File: src/rtl/edge_level_regen_pkg.sv
// Shared types and helpers for the edge-to-level regenerator.
// The dwell counter width is derived here so the top and the timer agree on it.
package edge_level_regen_pkg;

   typedef enum logic [1:0] {LOW, HOLD_HIGH, HIGH, HOLD_LOW} regen_state_t;

   function automatic int cntWidth(input int minHold);
      return (minHold < 1) ? 1 : $clog2(minHold + 1);
   endfunction

endpackage

File: src/rtl/edge_level_regen_dwell_timer.sv
// Dwell timer: loads MIN_HOLD-1 on a level transition and counts down to zero.
// The zero flag marks the last cycle of the dwell.
module dwell_timer
   import edge_level_regen_pkg::*;
#(
   parameter int MIN_HOLD = 4
) (
   input  logic clk,
   input  logic rst,
   input  logic i_load,
   input  logic i_dec,
   output logic o_zero
);

   localparam int CNT_W = cntWidth(MIN_HOLD);
   localparam logic [CNT_W-1:0] RELOAD = CNT_W'(MIN_HOLD - 1);
   localparam logic [CNT_W-1:0] ONE = CNT_W'(1);

   logic [CNT_W-1:0] r_count;

   // Load wins over decrement so a fresh transition always restarts the full dwell.
   always_ff @(posedge clk) begin
      if (rst) begin
         r_count <= '0;
      end else if (i_load) begin
         r_count <= RELOAD;
      end else if (i_dec && (r_count != '0)) begin
         r_count <= r_count - ONE;
      end
   end

   assign o_zero = (r_count == '0);

endmodule

File: src/rtl/edge_level_regen.sv
// Rebuilds a glitch-free level from rise/fall event pulses with a minimum dwell per level.
// Define EDGE_LEVEL_REGEN_ECHO_EN to add rise_echo_o/fall_echo_o loop-back pulses.
module edge_level_regen
   import edge_level_regen_pkg::*;
#(
   parameter int   MIN_HOLD   = 4,
   parameter logic INIT_LEVEL = 1'b0
) (
   input  logic clk,
   input  logic rst,
   input  logic rise_i,
   input  logic fall_i,
   output logic a_o,
   output logic busy_o,
   output logic pend_o,
`ifdef EDGE_LEVEL_REGEN_ECHO_EN
   output logic rise_echo_o,
   output logic fall_echo_o,
`endif
   output logic err_o
);

   localparam regen_state_t RESET_STATE = INIT_LEVEL ? HIGH : LOW;

   regen_state_t r_state;
   regen_state_t w_stateNext;
   logic r_level, w_levelNext;
   logic r_busy, w_busyNext;
   logic r_pend, w_pendNext;
   logic r_err, w_errNext;
   logic w_load, w_dec, w_zero;
   logic w_both, w_riseOnly, w_fallOnly;

   assign w_both     = rise_i & fall_i;
   assign w_riseOnly = rise_i & ~fall_i;
   assign w_fallOnly = fall_i & ~rise_i;

   dwell_timer #(
      .MIN_HOLD (MIN_HOLD)
   ) u_dwell_timer (
      .clk    (clk),
      .rst    (rst),
      .i_load (w_load),
      .i_dec  (w_dec),
      .o_zero (w_zero)
   );

   // Requests are arbitrated first; the dwell expiry then either applies the
   // surviving queued edge or settles. An edge newly queued on the last dwell
   // cycle keeps the hold state one more cycle so it is applied next cycle.
   always_comb begin
      w_stateNext = r_state;
      w_levelNext = r_level;
      w_pendNext  = r_pend;
      w_errNext   = 1'b0;
      w_load      = 1'b0;
      w_dec       = 1'b0;
      case (r_state)
         LOW: begin
            if (w_both || w_fallOnly) begin
               w_errNext = 1'b1;
            end else if (w_riseOnly) begin
               w_stateNext = HOLD_HIGH;
               w_levelNext = 1'b1;
               w_load      = 1'b1;
            end
         end
         HIGH: begin
            if (w_both || w_riseOnly) begin
               w_errNext = 1'b1;
            end else if (w_fallOnly) begin
               w_stateNext = HOLD_LOW;
               w_levelNext = 1'b0;
               w_load      = 1'b1;
            end
         end
         HOLD_HIGH: begin
            w_dec = 1'b1;
            if (w_both) begin
               w_errNext = 1'b1;
            end else if (w_riseOnly) begin
               if (r_pend) w_pendNext = 1'b0;
               else        w_errNext  = 1'b1;
            end else if (w_fallOnly) begin
               if (r_pend) w_errNext  = 1'b1;
               else        w_pendNext = 1'b1;
            end
            if (w_zero) begin
               if (r_pend && w_pendNext) begin
                  w_stateNext = HOLD_LOW;
                  w_levelNext = 1'b0;
                  w_pendNext  = 1'b0;
                  w_load      = 1'b1;
               end else if (!w_pendNext) begin
                  w_stateNext = HIGH;
               end
            end
         end
         HOLD_LOW: begin
            w_dec = 1'b1;
            if (w_both) begin
               w_errNext = 1'b1;
            end else if (w_fallOnly) begin
               if (r_pend) w_pendNext = 1'b0;
               else        w_errNext  = 1'b1;
            end else if (w_riseOnly) begin
               if (r_pend) w_errNext  = 1'b1;
               else        w_pendNext = 1'b1;
            end
            if (w_zero) begin
               if (r_pend && w_pendNext) begin
                  w_stateNext = HOLD_HIGH;
                  w_levelNext = 1'b1;
                  w_pendNext  = 1'b0;
                  w_load      = 1'b1;
               end else if (!w_pendNext) begin
                  w_stateNext = LOW;
               end
            end
         end
         default: begin
            w_stateNext = RESET_STATE;
            w_levelNext = INIT_LEVEL;
            w_pendNext  = 1'b0;
         end
      endcase
      w_busyNext = (w_stateNext == HOLD_HIGH) || (w_stateNext == HOLD_LOW);
   end

`ifdef EDGE_LEVEL_REGEN_ECHO_EN
   logic r_riseEcho, r_fallEcho;

   // Echo pulses coincide with the registered level change they describe.
   always_ff @(posedge clk) begin
      if (rst) begin
         r_riseEcho <= 1'b0;
         r_fallEcho <= 1'b0;
      end else begin
         r_riseEcho <= w_levelNext & ~r_level;
         r_fallEcho <= ~w_levelNext & r_level;
      end
   end

   assign rise_echo_o = r_riseEcho;
   assign fall_echo_o = r_fallEcho;
`endif

   always_ff @(posedge clk) begin
      if (rst) begin
         r_state <= RESET_STATE;
         r_level <= INIT_LEVEL;
         r_busy  <= 1'b0;
         r_pend  <= 1'b0;
         r_err   <= 1'b0;
      end else begin
         r_state <= w_stateNext;
         r_level <= w_levelNext;
         r_busy  <= w_busyNext;
         r_pend  <= w_pendNext;
         r_err   <= w_errNext;
      end
   end

   assign a_o    = r_level;
   assign busy_o = r_busy;
   assign pend_o = r_pend;
   assign err_o  = r_err;

endmodule

File: config.mk
export PLATFORM = sky130hd
export DESIGN_NAME = edge_level_regen
export DESIGN_NICKNAME = d
export VERILOG_FILES = /design/src/rtl/edge_level_regen_pkg.sv /design/src/rtl/edge_level_regen_dwell_timer.sv /design/src/rtl/edge_level_regen.sv
export SDC_FILE = /design/constraint.sdc
export NUM_CORES = 1
export LEC_CHECK = 0
export ABC_AREA = 0
export ABC_CLOCK_PERIOD_IN_PS = 2100
export CAP_MARGIN = 40
export CELL_PAD_IN_SITES_DETAIL_PLACEMENT = 1
export CELL_PAD_IN_SITES_GLOBAL_PLACEMENT = 2
export CORE_MARGIN = 2
export CORE_UTILIZATION = 30
export DETAILED_ROUTE_END_ITERATION = 8
export PLACE_DENSITY = 0.85
export SYNTH_ARGS = -nofsm -noshare
export SYNTH_HDL_FRONTEND = slang
export SYNTH_SLANG_ARGS = --single-unit
File: constraint.sdc
create_clock -name clk -period 2.1 [get_ports clk]
set_input_delay 0.21 -clock clk [delete_from_list [all_inputs] [get_ports clk]]
set_output_delay 0.21 -clock clk [all_outputs]
set_load 0.01 [all_outputs]
======== After elaboration in Yosys (flattened, before gate mapping) ========
Cells that the tools add are included.
word-level totals
  register bits ........................... 9
  input port bits ......................... 4
  output and inout port bits .............. 4
  logic and storage cells ................. 96
operators by class
  add/sub/neg operators ................... 1
  equality and inequality tests ........... 13
  muxes and demuxes ....................... 56
  bitwise logic cells ..................... 5
  reductions and logical operators ........ 14
operators by type and width
  kind                                                                   number
  1-bit 2-to-1 mux                                                       39
  2-bit 2-to-1 mux                                                       12
  2-bit != test, second input constant                                   6
  1-bit one-hot mux with 4 select lines                                  3
  2-bit one-hot mux with 4 select lines                                  1
  8-bit AND reduction                                                    1
  2-bit equality test, second input constant                             3
  2-bit by 1-bit equality test with 1-bit output, second input constant  2
  2-bit by 1-bit != test with 1-bit output, second input constant        2
  2-bit nonzero test                                                     2
  2-bit OR reduction                                                     2
  1-bit AND                                                              3
  1-bit logical AND                                                      3
  3-bit logical NOT                                                      1
  1-bit logical OR                                                       3
  3-bit nonzero test                                                     1
  3-bit by 1-bit subtractor with 3-bit output, second input constant     1
  2-bit logical NOT                                                      1
  1-bit NOT                                                              2
  1-bit one-hot mux with 2 select lines                                  1

======== Logic depth before layout (Yosys ltp) ========
  depth in word-level cells ............... 12
  mapped depth ............................ 7
  gate-level depth less buffers ........... 7

======== Hierarchy ========
Synthesis repeated with hierarchy kept, for this count alone.
unflattened totals
  cells, all modules ...................... 83
  area, all modules ....................... 706.9 sq um
by module, submodules not included
  module            instances  cells an instance  area each (sq um)  sequential area each (sq um)
  edge_level_regen  1          66                 523.0              100.1
  dwell_timer       1          17                 183.9              60.1

======== Least setup slack after synthesis ========
No wires, ideal clock.
  path type ............................... register to register
  from .................................... register with a tool-made name
  to ...................................... register r_err, in the netlist err_o
  library setup time ...................... 0.129 ns
  data arrival time ....................... 1.440 ns
  data required time ...................... 1.971 ns
  slack ................................... 0.531 ns
  stages on the path, launching flop included .. 8
  buffers on the path ..................... 0
  period minus slack after synthesis ...... 1.569 ns
  path through ............................ dfxtp_1 -> inv_1 -> ha_1 -> nor2b_2 -> a221oi_1 -> a21oi_1 -> a211oi_1 -> nor3_1
RTL lines
  item                  RTL line                 RTL
  to (signal assigned)  edge_level_regen.sv:160  r_err <= w_errNext;
  to (decl)             edge_level_regen.sv:30   logic r_err, w_errNext;

==> impl_metrics.json <==
{
  "finalHoldViolCount": 0,
  "fin_area_um2": 738,
  "ys_ff_latch": 8,
  "syn-num-nets": 91,
  "max-slew-margin-rel_pct": 72.0,
  "hold_slack_ns": 0.489,
  "synth_cells": 80,
  "crit_path_cell_trace": "inv_1, ha_1, nor2b_2, a221oi_1, a21oi_1, a211oi_1, nor3_1",
  "setup-violations-final": 0,
  "synth_edf_count": 0,
  "antenna_found_initial": 0,
  "r2r_slack_ns": 0.34,
  "drtAntennaViolNets": 0,
  "synthTopCellsByArea": "dfxtp_1 (26%), ha_1 (14%), a21oi_1 (8.9%)",
  "gr-total-overflow": 0,
  "end_kind": "flip-flop",
  "power.total_mw": 0.912,
  "nFillCells": 269,
  "synth_top_area_share_pct": 25.9,
  "path_max_fanout": 9,
  "path_clk_slew_ns": 0.06,
  "status": "finished clean",
  "cts_buffer_depth": 2,
  "row_count": 16,
  "grt_pass1_vias": 583,
  "grt_usage_pct": 14.8,
  "htreeDepth": 1,
  "cts_tree": "built",
  "cts_buffers": 3,
  "cts_root_buffer": "clkbuf_4",
  "rsz0062_at_grt": "false",
  "cts_resized": 0,
  "layout_commonest_cell": "a21oi_1",
  "fin_crit_ns": 1.76,
  "cp.required_ns": 2.25,
  "diodes": 0,
  "layoutNonFillerInstCount": 115,
  "p_leak_nw": 0.273,
  "clkLatencyLatePin_ns": 0.27,
  "cpPeakStageDelay_ns": 0.42,
  "hpwl_um": 1130,
  "async_reset_ff_share_pct": 0,
  "firstDrtPassIters": 4,
  "syn_area_um2": 618,
  "drive_gt1_share_pct": 6.82,
  "synth.yosys.seq_area_share_pct": 25.9,
  "die_w_um": 49.4,
  "pre_cts_slack_ns": 0.338,
  "finalSetupTns_ns": 0,
  "routed_wl_um": 1560,
  "io_pins": 8,
  "grt_pass1_wl_um": 2750,
  "via_per_inst": 5.37,
  "ys_warn_count": 0,
  "wl_per_cell_um": 13.5,
  "cap_violations": 0,
  "hold_buffers": 0,
  "synthToLayoutAreaGrowth_pct": 19.4,
  "io_buffers": 7,
  "dp.cells": 112,
  "die_h_um": 49.4,
  "drt_iter0_markers": 16,
  "fp.dieArea_mm2": 0.00244,
  "layout_common_cells": "a21oi_1 (11), dfxtp_1 (8), ha_1 (7), clkdlybuf4s50_1 (7), nor2_1 (6)",
  "dpl_cell_area_um2": 716,
  "vias": 617,
  "cp.arrival_ns": 1.90,
  "core_mm2": 0.00196,
  "worstMarginPinSlew_ns": 0.416,
  "yosysTopAreaCell": "dfxtp_1",
  "nets": 101,
  "drc": 0,
  "fin_crit_sh_pct": 83.7,
  "fmaxAchievable_mhz": 569,
  "power_density_mw_per_mm2": 1240,
  "avgSynthCellArea_um2": 7.73,
  "criticalPathCategory": "reg2reg",
  "synthFlopType": "dfxtp_1",
  "synth_cell_types": 27,
  "vdd_ir_drop_max_mv": 0.694,
  "gp_congestion": 0.858,
  "finalClockSkew_ns": 0.00713,
  "post_cts_buffers": 0,
  "start_kind": "flip-flop",
  "hold_class": "reg2reg",
  "slew_violations": 0,
  "slowest_stage": "dfxtp_1",
  "grt_start_max_net_pins": 10,
  "initial_core_util_pct": 31.5,
  "layout_setup_ws_ns": 0.343,
  "utilization_pct": 37.6,
  "cts.sinks": 8
}
==> power by group <==
part | internal (mW) | total, mW | switching [mW]
clock network | 0.0661 | 0.128 | 0.0621
logic | 0.236 | 0.533 | 0.297
registers | 0.207 | 0.251 | 0.0439
total | 0.510 | 0.912 | 0.403
==> critical path, delay by kind of cell, from the launching register on <==
kind,cells,cell delay (ns)
AOI/OAI and AO/OA,3,0.52
adders and majority gates,1,0.29
buffers and inverters,1,0.11
DFF,1,0.42
and+or+nand+nor,2,0.29
==> final cells by class <==
cell class / count / area, µm² / share of cell area, %
Timing Repair Buffer: 8 / 77.6 / 10.5
Multi-Input combinational cell: 65 / 429 / 58.1
Inverter: 4 / 15.0 / 2.03
Tap cell: 27 / 33.8 / 4.58
Sequential cell: 8 / 160 / 21.7
Clock buffer: 3 / 22.5 / 3.05
==> logic make-up (layout without fill, tap and decap cells) <==
logic type               count (synthesis)  in the layout  synth area share (%)
AO/OA/AOI/OAI                           33             33                  33.0
AND/OR/NAND/NOR                         24             24                  20.8
flip-flops                               8              8                  25.9
adder cells (fa/ha/maj)                  7              7                  14.2
buffers and inverters                    7             15                  4.65
XOR/XNOR                                 1              1                  1.42
==> cells in the mapped netlist, drive strengths merged, types with 2 or more instances <==
cell     n
a21oi   11
o21ai    9
dfxtp    8
ha       7
nor2     6
nor3     5
inv      4
a221oi   3
buf      3
nand2    3
nand2b   3
nor2b    3
a211oi   2
a22oi    2
nand3b   2
o31ai    2
==> metal layers <==
metal  vias to the layer above  part of all wire, %  routed length, µm  global-route usage (%)
li1                        312                    -                  -                       -
met1                       286                   51                792                    20.0
met2                        14                   42                660                    22.3
met3                         5                  3.5                 55                    1.23
met4                         0                  3.0                 47                    9.72
met5                         -                    0                  0                       0
==> final timing paths <==
path                            startpoint     to  depth (start not counted)
worst max-delay path             flip-flop  err_o                          7
worst min-delay path                   a_o    a_o                          2
worst max register to register   flip-flop  err_o                          7
worst min register to register         a_o    a_o                          2
Note: power is estimated with default switching activity, not from simulation.
==> RTL edit 1 (same settings) <==
Register the inputs `rise_i` and `fall_i` before use, cleared by the reset. The logic sees them one clock later.
--- a/src/rtl/edge_level_regen.sv
+++ b/src/rtl/edge_level_regen.sv
@@ -22,6 +22,19 @@
 
    localparam regen_state_t RESET_STATE = INIT_LEVEL ? HIGH : LOW;
 
+   logic rise_q;
+   logic fall_q;
+
+   always_ff @(posedge clk) begin
+      if (rst) begin
+         rise_q <= '0;
+         fall_q <= '0;
+      end else begin
+         rise_q <= rise_i;
+         fall_q <= fall_i;
+      end
+   end
+
    regen_state_t r_state;
    regen_state_t w_stateNext;
    logic r_level, w_levelNext;
@@ -31,9 +44,9 @@
    logic w_load, w_dec, w_zero;
    logic w_both, w_riseOnly, w_fallOnly;
 
-   assign w_both     = rise_i & fall_i;
-   assign w_riseOnly = rise_i & ~fall_i;
-   assign w_fallOnly = fall_i & ~rise_i;
+   assign w_both     = rise_q & fall_q;
+   assign w_riseOnly = rise_q & ~fall_q;
+   assign w_fallOnly = fall_q & ~rise_q;
 
    dwell_timer #(
       .MIN_HOLD (MIN_HOLD)
Check against the original RTL: not equivalent (Yosys sat finds a counterexample within 4 cycles, from zero or initial values and one cycle with rst high).
==> RTL edit 1 against the original RTL <==
Fmax fell by 6.3%. Design area up 16%. Non-clock buffer count is 1 lower. Sequential cell count up 2. Area after synthesis grew 20%. Utilization fell by 2.0 points. Worst setup slack got worse by 120 ps. Count of clock-buffer cells in the layout increased by 1. Worst hold slack got worse by 7.3 ps. Routed wire length increased by 17%. Critical endpoint unchanged. Highest routed layer unchanged.
Power is not compared: it rests on default switching activity, and its combinational part moved more than twofold at a synthesized area within 25%.
==> RTL edit 1: results (changes against the original RTL) <==
* Drt first pass iters at 5 (+1)
* First-pass GRT wire length at 2860 um (+4.0%)
* Hold Crit Endpoint: fall_q$_SDFF_PP0_
* Vias in the first global route at 602 (+3.3%)
* Drt total wl at 1820 um (+17%)
* Via count at 649 (+5.2%)
* Clock skew at 1.71 ps (-5.42 ps)
* Max VDD drop at 261 uV
* Layout fillers at 292 (+8.6%)
* Largest stage delay, worst path at 500 ps (+80 ps)
* R2R cell count at 6 (-1)
* CP Max Fanout at 12 (+3)
* Clock latency at the later pin of the worst-skew pair at 280 ps
* Reg2Reg Setup Slack at 230 ps (-120 ps)
* Drt initial violations at 15 (-1)
* Pre-CTS WS at 261 ps (-76.6 ps)
* Min-Delay Path Class: primary input to flip-flop
* GR Util All Layers at 14.0% (-0.78 points)
* Top cells by count, synth: 10 x dfxtp_1, 7 x ha_1, 7 x inv_1
* Vias/cell at 5.32 (-0.85%)
* Synth top area cells: dfxtp_1 27%, ha_1 12%, a21oi_1 4.0%
* Post-synth net total at 97 (+6.6%)
* Data arrival, critical path at 2020 ps (+120 ps)
* Placer Congestion at 0.732 (-15%)
* Synth cell types at 37 (+37%)
* DP HPWL at 1350 um (+20%)
* Hold_ws at 482 ps (-7.28 ps)
* Largest net degree at the start of global routing at 13 (+3)
* Worst path slowest cell: ha_1
* Seq/Total Area, Yosys at 27.0% (+1.1 points)
* Placed insts at 118 (+5.4%)
* Min-delay src: fall_i
* Nets at 104 (+3.0%)
* Initial antenna violation count at 0 (unchanged)
* Slew @ Worst Pin at 494 ps (+78.3 ps)
* Share of layout cells above drive strength 1 at 14.1% (+7.3 points)
* Status: finished, final reports clean
==> RTL edit 1: changes by cell type after synthesis, moves of 2 or more <==
cell and delta:
a21oi_1 -5, a31oi_1 +4, buf_4 +2, clkbuf_1 +2
dfxtp_1 +2, inv_1 +3, nand3b_1 -2, nor2_1 -2
nor3_1 -2, o21ai_0 -4, o31ai_1 -2
==> RTL edit 1: kinds of logic (layout without fill, tap and decap cells) <==
kind of cell | count (synthesis) | after routing | share of synthesized area, %
compound gates | 31 | 31 | 30.4
simple gates | 24 | 24 | 21.2
buf+inv | 12 | 18 | 7.25
flops | 10 | 10 | 27.0
fa+ha+maj | 7 | 7 | 11.8
xor+xnor | 2 | 2 | 2.36
==> RTL edit 1: layout make-up <==
type,instances,share of cell area (%)
multi-input combinational,64,56.9
sequential,10,23.3
timing repair buffer,7,8.16
tap,30,4.37
clock buffer,4,4.23
inverter,7,3.06
==> RTL edit 1: where the power goes <==
group,total (mW),internal (mW),switching [mW]
Combinational,0.130,0.0622,0.0677
Clock,0.184,0.106,0.0782
Sequential,0.214,0.203,0.0112
==> RTL edit 1: routing by layer <==
| metal | vias up | global-route usage (%) | part of all wire [%] |
|---|---|---|---|
| met5 | - | 0 | 0 |
| met4 | 0 | 8.97 | 3.2 |
| met3 | 7 | 2.50 | 2.1 |
| li1 | 323 | - | - |
| met1 | 304 | 18.6 | 48 |
| met2 | 15 | 20.7 | 47 |
==> RTL edit 1: how the worst max path moves through the flow <==
stage	slack [ps]	depth (start not counted)	to
floorplan	540	8	err_o$_SDFF_PP0_
global placement	410	7	err_o$_SDFF_PP0_
detailed placement	260	7	err_o$_SDFF_PP0_
CTS	230	6	err_o$_SDFF_PP0_
global route	100	6	err_o$_SDFF_PP0_
finish	230	6	err_o$_SDFF_PP0_
==> RTL edit 1: through the flow <==
step,utilization (%),power (mW),cell area [um^2]
2_1_floorplan,-,0.309,742
6_report,35.6,0.528,858
4_1_cts,35.6,0.536,858
3_5_place_dp,34.1,0.348,822
5_1_grt,35.6,0.556,858
3_3_place_gp,34.1,0.344,822
==> RTL edit 1: worst reg2reg max path, cell delays in order, from the launching register on <==
cell and delay [ps]:
dfxtp_1 420, ha_1 500, nor2b_4 100, a221oi_1 260
a21oi_1 80, a211oi_1 310, nor3_1 90
==> RTL edit 2 (same settings) <==
Without the edit above. Build with the macro `EDGE_LEVEL_REGEN_ECHO_EN` defined.
--- a/src/rtl/edge_level_regen.sv
+++ b/src/rtl/edge_level_regen.sv
@@ -1,5 +1,7 @@
 // Rebuilds a glitch-free level from rise/fall event pulses with a minimum dwell per level.
 // Define EDGE_LEVEL_REGEN_ECHO_EN to add rise_echo_o/fall_echo_o loop-back pulses.
+`define EDGE_LEVEL_REGEN_ECHO_EN
+
 module edge_level_regen
    import edge_level_regen_pkg::*;
 #(
Formal check against the unedited RTL (old outputs only; new: fall_echo_o and rise_echo_o): equivalent (Yosys induction, for registers that start in step).
==> RTL edit 2 against the original RTL <==
Critical path depth is 6 lower. Global-route usage is 2.7 points lower. Sequential cell count is 3 higher. Count of clock-buffer cells in the layout is 1 higher. Synthesized cell count is 20% lower. Worst setup slack better by 160 ps. Routed wire length is 17% lower. Design area is 0.85% higher. First-iteration DRC count is 31% lower. Sequential share of layout area is 7.9 points higher. Area after synthesis is 1.6% lower.
Power is not compared: it rests on default switching activity, and its combinational part moved more than twofold at a synthesized area within 25%.
==> RTL edit 2: results (changes against the original RTL) <==
* DP HPWL at 993 um (-12%)
* Drt initial violations at 11 (-5)
* GR Util All Layers at 12.1% (-2.7 points)
* Critical path origin: pend_o$_SDFFE_PP0P_
* Worst r2r src: u_dwell_timer.r_count[0]$_SDFFE_PP0P_
* Seq/Total Area, Yosys at 36.2% (+10 points)
* Share of layout cells above drive strength 1 at 14.9% (+8.0 points)
* Worst path slowest cell: clkdlybuf4s50_1
* Synth top area cells: dfxtp_1 36%, ha_1 4.1%, nor3b_2 4.1%
* R2R cell count at 6 (-1)
* CP Max Fanout at 9 (unchanged)
* Max Root-Sink Buffers at 2 (unchanged)
* Initial antenna violation count at 0 (unchanged)
* Post-synth net total at 70 (-23%)
* Placer Congestion at 0.735 (-14%)
* Status: finished, final reports clean
* Worst setup endpoint: pend_o
* Post-CTS Setup Repair Bufs at 0 (unchanged)
* Post-synth ARST share at 0% (unchanged)
* Data arrival, critical path at 1390 ps (-510 ps)
* First-pass GRT wire length at 2210 um (-20%)
* Worst-path clk slew at 70 ps
* Largest stage delay, worst path at 610 ps (+190 ps)
* # port buffers at 9 (+2)
* R2R Path End: a_o$_SDFF_PP0_
* Layout fillers at 232 (-14%)
* Top flop regs: u_dwell_timer.r_count x3, r_state x2
* H-tree Lvls at 1 (unchanged)
* Resized cells post-CTS at 0 (unchanged)
* Synth Flop Type: dfxtp_1
* Vias in the first global route at 498 (-15%)
* # diodes at 0 (unchanged)
* Max VDD drop at roughly 370 uV
* DP Area at 718 um^2 (+0.35%)
* CTS buffer count at 3 (unchanged)
* Min-Delay Path Class: flip-flop to flip-flop
* P_leak at about 0.26 nW
* Clock latency at the later pin of the worst-skew pair at 270 ps (about the same)
* Slew @ Worst Pin at 498 ps (+82.9 ps)
* Top cells by count, synth: 11 x dfxtp_1, 5 x inv_1, 4 x a21oi_1, 4 x nand2_1, 3 x nor3_1
* Nets at 81 (-20%)
* Vias/cell at 4.94 (-7.9%)
* Drt wl/cell at 12.8 um (-5.0%)
* Clock skew at 1.36 ps (-5.77 ps)
* Warnings from Yosys at 0 (unchanged)
* CP top delay family: buffers and inverters
* Synth cell types at 33 (+22%)
* Reg2Reg Setup Slack at 560 ps (+220 ps)
* Drt first pass iters at 2 (-2)
* Largest net degree at the start of global routing at 12 (+2)
* Root buffer cell: clkbuf_4
-- RTL edit 2: cell types whose count changed in the layout (fill, tap and decap cells not counted), moves of 3 or more --
cell,before,now
dfxtp_1,8,11
nor2_1,6,2
o21ai_1,4,0
a21oi_1,11,4
ha_1,7,2
o21ai_0,5,1
-- RTL edit 2: through the flow --
step / worst slack, ps / cells / hold WS, ps
final: 503 / 101 / 494
after CTS: 498 / 101 / 497
after detailed placement: 358 / 97 / 482
after global placement: 425 / 97 / 455
after global routing: 435 / 101 / 515
after floorplan: 757 / 64 / 289
-- RTL edit 2: worst min-delay path by stage --
stage                   start                     end  slack (ps)  cells past startpoint
3_3_place_gp   a_o$_SDFF_PP0_  rise_echo_o$_SDFF_PP0_         460                      1
6_report       a_o$_SDFF_PP0_  rise_echo_o$_SDFF_PP0_         490                      1
3_5_place_dp   a_o$_SDFF_PP0_  rise_echo_o$_SDFF_PP0_         480                      1
4_1_cts        a_o$_SDFF_PP0_  rise_echo_o$_SDFF_PP0_         500                      1
2_1_floorplan             rst       busy_o$_SDFF_PP0_         290                      1
5_1_grt        a_o$_SDFF_PP0_  rise_echo_o$_SDFF_PP0_         520                      1
-- RTL edit 2: logic make-up after synthesis --
group,after synthesis,share of synthesized area (%)
mux,4,9.05
fa+ha+maj,2,4.11
xor+xnor,2,2.88
simple gates,21,23.0
flops,11,36.2
buf+inv,8,5.35
compound gates,16,19.3
-- RTL edit 2: final cells by class --
cell class	count	area [um^2]	area share (%)
multi-input cells	45	355	47.7
clock buffers	4	26.3	3.53
flip-flops and latches	11	220	29.6
well taps	27	33.8	4.54
repair buffers	9	90.1	12.1
inverters	5	18.8	2.52
-- RTL edit 2: per-layer routing --
metal / GRT usage [%] / wire length (um) / up-vias
li1: - / - / 253
met1: 14.6 / 626 / 237
met2: 19.9 / 607 / 9
met3: 5.83 / 62 / 0
met4: 1.43 / 0 / 0
met5: 0 / 0 / -
-- RTL edit 2: where the power goes --
| part | total (mW) | internal (mW) | leakage (nW) | switching [mW] |
|---|---|---|---|---|
| Combinational | 0.114 | 0.0574 | 0.152 | 0.0567 |
| Sequential | 0.240 | 0.224 | 0.0901 | 0.0161 |
| Clock | 0.141 | 0.0735 | 0.0150 | 0.0677 |
